File: config.mk
export PLATFORM = sky130hd
export DESIGN_NAME = mux_scan_sequencer_flat
export DESIGN_NICKNAME = d
export VERILOG_FILES = /design/src/rtl/mux_scan_sequencer_if.sv /design/src/rtl/mux_scan_sequencer.sv /design/src/flat_wrapper.sv
export SDC_FILE = /design/constraint.sdc
export NUM_CORES = 1
export LEC_CHECK = 0
export ABC_AREA = 1
export CAP_MARGIN = 20
export CORE_MARGIN = 2
export CORE_UTILIZATION = 43
export DETAILED_ROUTE_END_ITERATION = 10
export PLACE_DENSITY_LB_ADDON = 0.05
export SLEW_MARGIN = 20
export SYNTH_ARGS = -nofsm -noshare
export SYNTH_HDL_FRONTEND = slang
export SYNTH_SLANG_ARGS = --single-unit
File: constraint.sdc
create_clock -name clk -period 1.5 [get_ports clk]
set_input_delay 0.225 -clock clk [delete_from_list [all_inputs] [get_ports clk]]
set_output_delay 0.225 -clock clk [all_outputs]
set_load 0.005 [all_outputs]
File: src/rtl/mux_scan_sequencer_if.sv
// Word-in / bit-out handshake bundle for the 16:1 mux scan sequencer.
// The word and s signals also drive an external 16:1 mux.
interface mux_scan_sequencer_if;
  logic [15:0] in_data;
  logic        in_valid;
  logic        in_ready;
  logic [15:0] word;
  logic [3:0]  s;
  logic        ser_bit;
  logic        ser_valid;
  logic        ser_last;
  logic        ser_ready;

  modport slave (
    input  in_data, in_valid, ser_ready,
    output in_ready, word, s, ser_bit, ser_valid, ser_last
  );

  modport master (
    output in_data, in_valid, ser_ready,
    input  in_ready, word, s, ser_bit, ser_valid, ser_last
  );
endinterface

File: src/rtl/mux_scan_sequencer.sv
// Holds a 16-bit word and steps a 4-bit select so that an external 16:1 mux
// serialises it one bit per transfer; select k picks word bit 15-k.
module mux_scan_sequencer #(
  parameter int unsigned MSB_FIRST = 1
) (
  input  logic                 clk,
  input  logic                 rst,
  mux_scan_sequencer_if.slave  bus
);
  typedef enum logic {IDLE, SCAN} state_t;

  localparam logic [3:0] S_START = (MSB_FIRST != 0) ? 4'd0  : 4'd15;
  localparam logic [3:0] S_END   = (MSB_FIRST != 0) ? 4'd15 : 4'd0;

  state_t      state_q, state_d;
  logic [15:0] word_q, word_d;
  logic [3:0]  s_q, s_d;
  logic        last;

  always_ff @(posedge clk) begin
    if (rst) begin
      state_q <= IDLE;
      word_q  <= 16'h0000;
      s_q     <= S_START;
    end else begin
      state_q <= state_d;
      word_q  <= word_d;
      s_q     <= s_d;
    end
  end

  always_comb begin
    state_d = state_q;
    word_d  = word_q;
    s_d     = s_q;
    last    = (state_q == SCAN) && (s_q == S_END);
    unique case (state_q)
      IDLE: begin
        if (bus.in_valid) begin
          word_d  = bus.in_data;
          s_d     = S_START;
          state_d = SCAN;
        end
      end
      SCAN: begin
        if (bus.ser_ready) begin
          if (last) begin
            // back-to-back reload keeps the bit stream gapless
            if (bus.in_valid) begin
              word_d = bus.in_data;
              s_d    = S_START;
            end else begin
              state_d = IDLE;
            end
          end else begin
            s_d = (MSB_FIRST != 0) ? s_q + 4'd1 : s_q - 4'd1;
          end
        end
      end
      default: state_d = IDLE;
    endcase
  end

  assign bus.word      = word_q;
  assign bus.s         = s_q;
  assign bus.ser_bit   = word_q[4'd15 - s_q];
  assign bus.ser_valid = (state_q == SCAN);
  assign bus.ser_last  = last;
  assign bus.in_ready  = (state_q == IDLE) || (last && bus.ser_ready);
endmodule

File: src/flat_wrapper.sv
// flat-port wrapper written by rule: the top's interface ports become plain ports
module mux_scan_sequencer_flat 
#(
  parameter int unsigned MSB_FIRST = 1
)
  (clk, rst, bus_in_data, bus_in_valid, bus_ser_ready, bus_in_ready, bus_word, bus_s, bus_ser_bit, bus_ser_valid, bus_ser_last);
  mux_scan_sequencer_if bus_i ();
  input  logic clk;
  input  logic rst;
  input wire logic [$bits(bus_i.in_data)-1:0] bus_in_data;
  input wire logic [$bits(bus_i.in_valid)-1:0] bus_in_valid;
  input wire logic [$bits(bus_i.ser_ready)-1:0] bus_ser_ready;
  output wire logic [$bits(bus_i.in_ready)-1:0] bus_in_ready;
  output wire logic [$bits(bus_i.word)-1:0] bus_word;
  output wire logic [$bits(bus_i.s)-1:0] bus_s;
  output wire logic [$bits(bus_i.ser_bit)-1:0] bus_ser_bit;
  output wire logic [$bits(bus_i.ser_valid)-1:0] bus_ser_valid;
  output wire logic [$bits(bus_i.ser_last)-1:0] bus_ser_last;
  assign bus_i.in_data = bus_in_data;
  assign bus_i.in_valid = bus_in_valid;
  assign bus_i.ser_ready = bus_ser_ready;
  assign bus_in_ready = bus_i.in_ready;
  assign bus_word = bus_i.word;
  assign bus_s = bus_i.s;
  assign bus_ser_bit = bus_i.ser_bit;
  assign bus_ser_valid = bus_i.ser_valid;
  assign bus_ser_last = bus_i.ser_last;
  mux_scan_sequencer #(.MSB_FIRST(MSB_FIRST)) u_core (.clk(clk), .rst(rst), .bus(bus_i));
endmodule
### Word level (Yosys, flattened, before mapping)

Index checks and enable logic that the tools add are counted.

* flip-flop bits (word level): 21
* input bits: 20
* word-level logic and storage cells: 28
* output and inout bits: 24

* add/subtract/negate cells: 2
* bitwise gates (word level): 1
* multiplexer cells: 14
* eq/ne operators: 3
* $lt $le $gt $ge: 1
* reduce and logical (&&, ||, !) cells: 4

Operators by type and width (number)
* $mux 16: 3
* $pmux 16 s2: 1
* $mux 4: 3
* $pmux 4 s2: 1
* $lt 4x5->1 const B: 1
* $add 4x1->4 const B: 1
* $bmux 1 s4: 1
* $eq 4x4->1 const B: 1
* $mux 1: 4
* $ne 2x2->1 const B: 2
* $sub 4x4->4 const A: 1
* $logic_and 1x1->1: 2
* $pmux 1 s2: 1
* $reduce_and 2->1: 1
* $logic_or 1x1->1: 1
* $not 1->1: 1

### Depth between registers and ports, before layout

* word-level depth: 5
* mapped depth: 8
* gate-level depth less buffers: 7

### Worst setup path after synthesis

Ideal clock, no wire load.

* path kind: flip-flop to flip-flop
* start: reg u_core.s_q[1] (netlist: u_core.bus.s[1])
* end: reg u_core.word_q[0] (netlist: u_core.bus.word[0])
* data arrival time: 1.268 ns
* data required time: 1.387 ns
* stages on the path, launching flop included: 8
* path buffers: 1
* setup slack: 0.120 ns
* cells stage by stage: dfxtp_1 ha_1 nand3_2 nand2_2 nand3_4 buf_6 nor2_1 nor2_1

* word-level cells in the longest chain between the ends: 4

Ends and longest elaborated chain
* start, declared: RTL line mux_scan_sequencer.sv:17 `logic [3:0] s_q, s_d;`
* start signal, assigned: RTL line mux_scan_sequencer.sv:24 `s_q <= S_START;`
* start signal, assigned: RTL line mux_scan_sequencer.sv:28 `s_q <= s_d;`
* $eq 4x4->1: RTL line mux_scan_sequencer.sv:36 `last = (state_q == SCAN) && (s_q == S_END);`
* $logic_and 1x1->1: RTL line mux_scan_sequencer.sv:36
* $ne 2x2->1 (no line)
* $reduce_and 2->1 (no line)
* end signal, assigned: RTL line mux_scan_sequencer.sv:27 `word_q <= word_d;`
* end, declared: RTL line mux_scan_sequencer.sv:16 `logic [15:0] word_q, word_d;`

Every way passes these cells.
A chain may end at the register's enable or synchronous reset.

### Worst setup path in the final report

* start: reg u_core.s_q[1] (netlist: u_core.bus.s[1])
* end: out bus_ser_bit

* word-level cells in the longest chain between the ends: 3

Ends and longest elaborated chain
* $sub 4x4->4: RTL line mux_scan_sequencer.sv:66 `assign bus.ser_bit = word_q[4'd15 - s_q];`
* $bmux 1 s4: RTL line mux_scan_sequencer.sv:66
* $mux 1 (not written as such): RTL line mux_scan_sequencer.sv:66
* end, declared: RTL line flat_wrapper.sv:16 `output wire logic [$bits(bus_i.ser_bit)-1:0] bus_ser_bit;`

Every way passes these cells. The select of a mux whose other input is x is not followed.

==> impl_metrics.py <==
metrics = {
    "status": {
        "status": "finished, violations left",
        "violations": "setup timing",
    },
    "die": {
        "die-area_um2": 3069,
        "die_h_um": 55.40,
        "die_w_um": 55.40,
        "start_util": 0.4545,
        "io_pins": 44,
        "fp.coreArea_um2": 2500,
        "rows": 18,
    },
    "layout": {
        "final_common_cell": "nand2_1",
        "n_fill_cell": 173,
        "stdcell_count": 286,
        "stdcell_area_um2": 2028,
        "final_cell_mix": "nand2_1 (49), clkdlybuf4s50_1 (36), nor2_1 (28), buf_4 (28), inv_1 (23)",
        "area_growth_pct": 78.52,
        "drive_above_1_share": 0.2891,
        "nets": 278,
        "diodes": 0,
    },
    "detailed_routing": {
        "drtAntennaViolNets": 0,
        "dr.first_iter.drc_count": 33,
        "post-route-drc-count": 0,
        "wl_um": 3910,
        "routedWlPerCell_um": 13.67,
        "firstDrtPassIters": 4,
        "via_per_inst": 5.028,
        "route.vias.total": 1438,
    },
    "hold_path": {
        "min_path_cells": 3,
        "min_path_type": "primary input to flop",
    },
    "worst_setup_path": {
        "r2r_cells": 11,
        "critPathArrivalTime_ns": 1.47,
        "crit_path_start_kind": "flop",
        "endpoint_kind": "output port",
        "cpMostUsedCell": "nand2_1",
        "required_ns": 1.27,
        "crit_type": "flop to output port",
        "critical_path.max_stage_delay_ns": 0.36,
        "cp_max_fo": 5,
        "path_cells": "buf_4, inv_1, nand4_1, nand2_1, nor2_2, nand2_1, nand2_1, buf_2",
        "crit_path_top_delay_cell": "dfxtp_4",
    },
    "clock_tree": {
        "clock-root-buffer": "clkbuf_4",
        "worstSkewPairLatency_ns": 0.31,
        "cts_tree": "built",
        "postCtsHoldBufs": 0,
        "cts_sinks": 21,
        "clockBufferDepth": 2,
        "cts_made_buffers": 3,
        "clk_pin_slew_worst_paths_ns": 0.12,
        "htree_levels": 1,
    },
    "sta": {
        "hold_viol": 0,
        "max_freq_mhz": 591.2,
        "rsz0062_at_grt": "true",
        "postLayoutSetupSlackWorst_ns": -0.1914,
        "worstMarginPinSlew_ns": 0.2465,
        "final-setup-viol-count": 22,
        "fin_crit_sh": 1.128,
        "max-slew-margin-rel": 0.8352,
        "finalMaxSlewViolations": 0,
        "fin_worst_skew_ns": 0.005549,
        "fin_crit_ns": 1.691,
    },
    "logic_synthesis": {
        "synth-compound-area-share": 0.07599,
        "synth_top_cell_by_area": "dfxtp_1",
        "synth-xor-area-share": 0.007709,
        "synthTopCellsByArea": "dfxtp_1 (37%), nand2_1 (18%), nor2_1 (11%)",
        "syn-instance-count": 177,
        "postSynthAreaPerCell_um2": 6.419,
        "synth-simple-area-share": 0.4075,
        "synth_top_area_share": 0.3700,
        "muxShareOfSynthArea": 0,
        "synthAdderAreaFrac": 0.01101,
        "syn-cell-area_um2": 1136,
        "synth_top_family_by_area": "simple AND/OR/NAND/NOR gates",
        "ys_ff_latch": 21,
        "seq_area_frac_synth": 0.3700,
        "synth_nets": 198,
        "ys_types": 24,
        "ys_warn_count": 0,
    },
    "placed_design": {
        "place_ws_ns": -0.1904,
        "dp.cells": 262,
        "placed_cell_area_um2": 1717,
        "dp_hpwl_um": 2220,
        "port_buffers": 43,
        "globalplace.congestion": 0.8380,
    },
    "global_routing": {
        "grt_max_degree": 21,
        "antenna_found_initial": 0,
        "first_global_vias": 1333,
        "grt_pass1_wl_um": 5533,
        "grt-ovfl-total": 0,
        "track_usage": 0.2203,
    },
    "power": {
        "cellLeakagePower_nw": 0.9870,
        "power_density_nw_per_um2": 685.0,
        "peakVddDrop_mv": 0.5885,
    },
    "flow_run": {
        "drv_cap": 0,
    },
}
==> kinds of logic after synthesis <==
family,count (synthesis)
AO/OA/AOI/OAI,15
XOR/XNOR,1
adder cells (fa/ha/maj),1
buffers and inverters,32
flip-flops,21
AND/OR/NAND/NOR,107
==> flip-flops by register name (all words and copies together) (netlist names) <==
name / flops
u_core.bus.s: 4
u_core.bus.ser_valid: 1
u_core.bus.word: 16
==> critical path, delay by kind of cell (launching register included) <==
kind / cells / cell delay, ns
buf+inv: 3 / 0.40
flops: 1 / 0.36
simple gates: 5 / 0.40
==> layer usage <==
| metal | wire length, um | vias to the layer above | part of all wire | track usage |
|---|---|---|---|---|
| met5 | 0 | - | 0 | 0 |
| met4 | 105 | 0 | 0.027 | 0.08014 |
| met3 | 241 | 11 | 0.062 | 0.03279 |
| met2 | 1978 | 61 | 0.51 | 0.4201 |
| met1 | 1584 | 663 | 0.41 | 0.2424 |
| li1 | - | 703 | - | - |
==> cell usage after synthesis <==
master	n
nand2_1	53
nor2_1	34
inv_1	24
dfxtp_1	21
nand3_1	9
a21oi_1	5
o21ai_0	5
nand4_1	4
buf_6	3
o211ai_1	3
buf_2	2
nor2_2	2
a31oi_1	1
clkbuf_1	1
clkinv_1	1
ha_1	1
inv_2	1
nand2_2	1
nand2_4	1
nand3_2	1
nand3_4	1
o21a_1	1
or2_4	1
xor2_1	1
==> what timing repair did <==
action / 4_1_cts / 5_1_grt
setup endpoints to repair: 9 / 24
pin swaps: 10 / 7
buffers inserted: 13 / 3
gates cloned: 1 / 3
gates resized for setup: 39 / 15
==> power breakdown <==
group | internal [W] | switching (W)
sequential | 0.000598 | 0.0000318
clock | 0.000104 | 0.000178
combinational | 0.000265 | 0.000213
==> metrics by stage <==
stage	util	hold WS (ns)	TNS, ns	total power [W]
6_report	0.8113	0.4811	-2.603	0.001389
5_1_grt	0.8113	0.4858	-3.653	0.001466
4_1_cts	0.7588	0.4879	-0.9555	0.001328
3_5_place_dp	0.6867	0.5205	-1.541	0.001034
3_3_place_gp	0.6867	0.5185	-0.9750	0.001024
2_1_floorplan	-	0.3553	0	0.0008150
==> final timing paths <==
path                            start                   to  slack [ns]
setup / recovery      u_core.bus.s[1]          bus_ser_bit       -0.19
hold reg to reg   u_core.bus.word[13]  u_core.bus.word[13]        0.54
hold / removal        bus_in_data[10]  u_core.bus.word[10]        0.48
setup reg to reg      u_core.bus.s[0]   u_core.bus.word[8]       -0.18
==> area by class of cell <==
| class | instances | area [um^2] | area share |
|---|---|---|---|
| clock buffer | 4 | 26.28 | 0.01295 |
| inverter | 26 | 102.6 | 0.05059 |
| multi-input combinational | 124 | 646.9 | 0.3189 |
| sequential | 21 | 439.2 | 0.2165 |
| tap | 30 | 37.54 | 0.01851 |
| timing repair buffer | 81 | 775.7 | 0.3825 |
(Power assumes the default switching activity.)
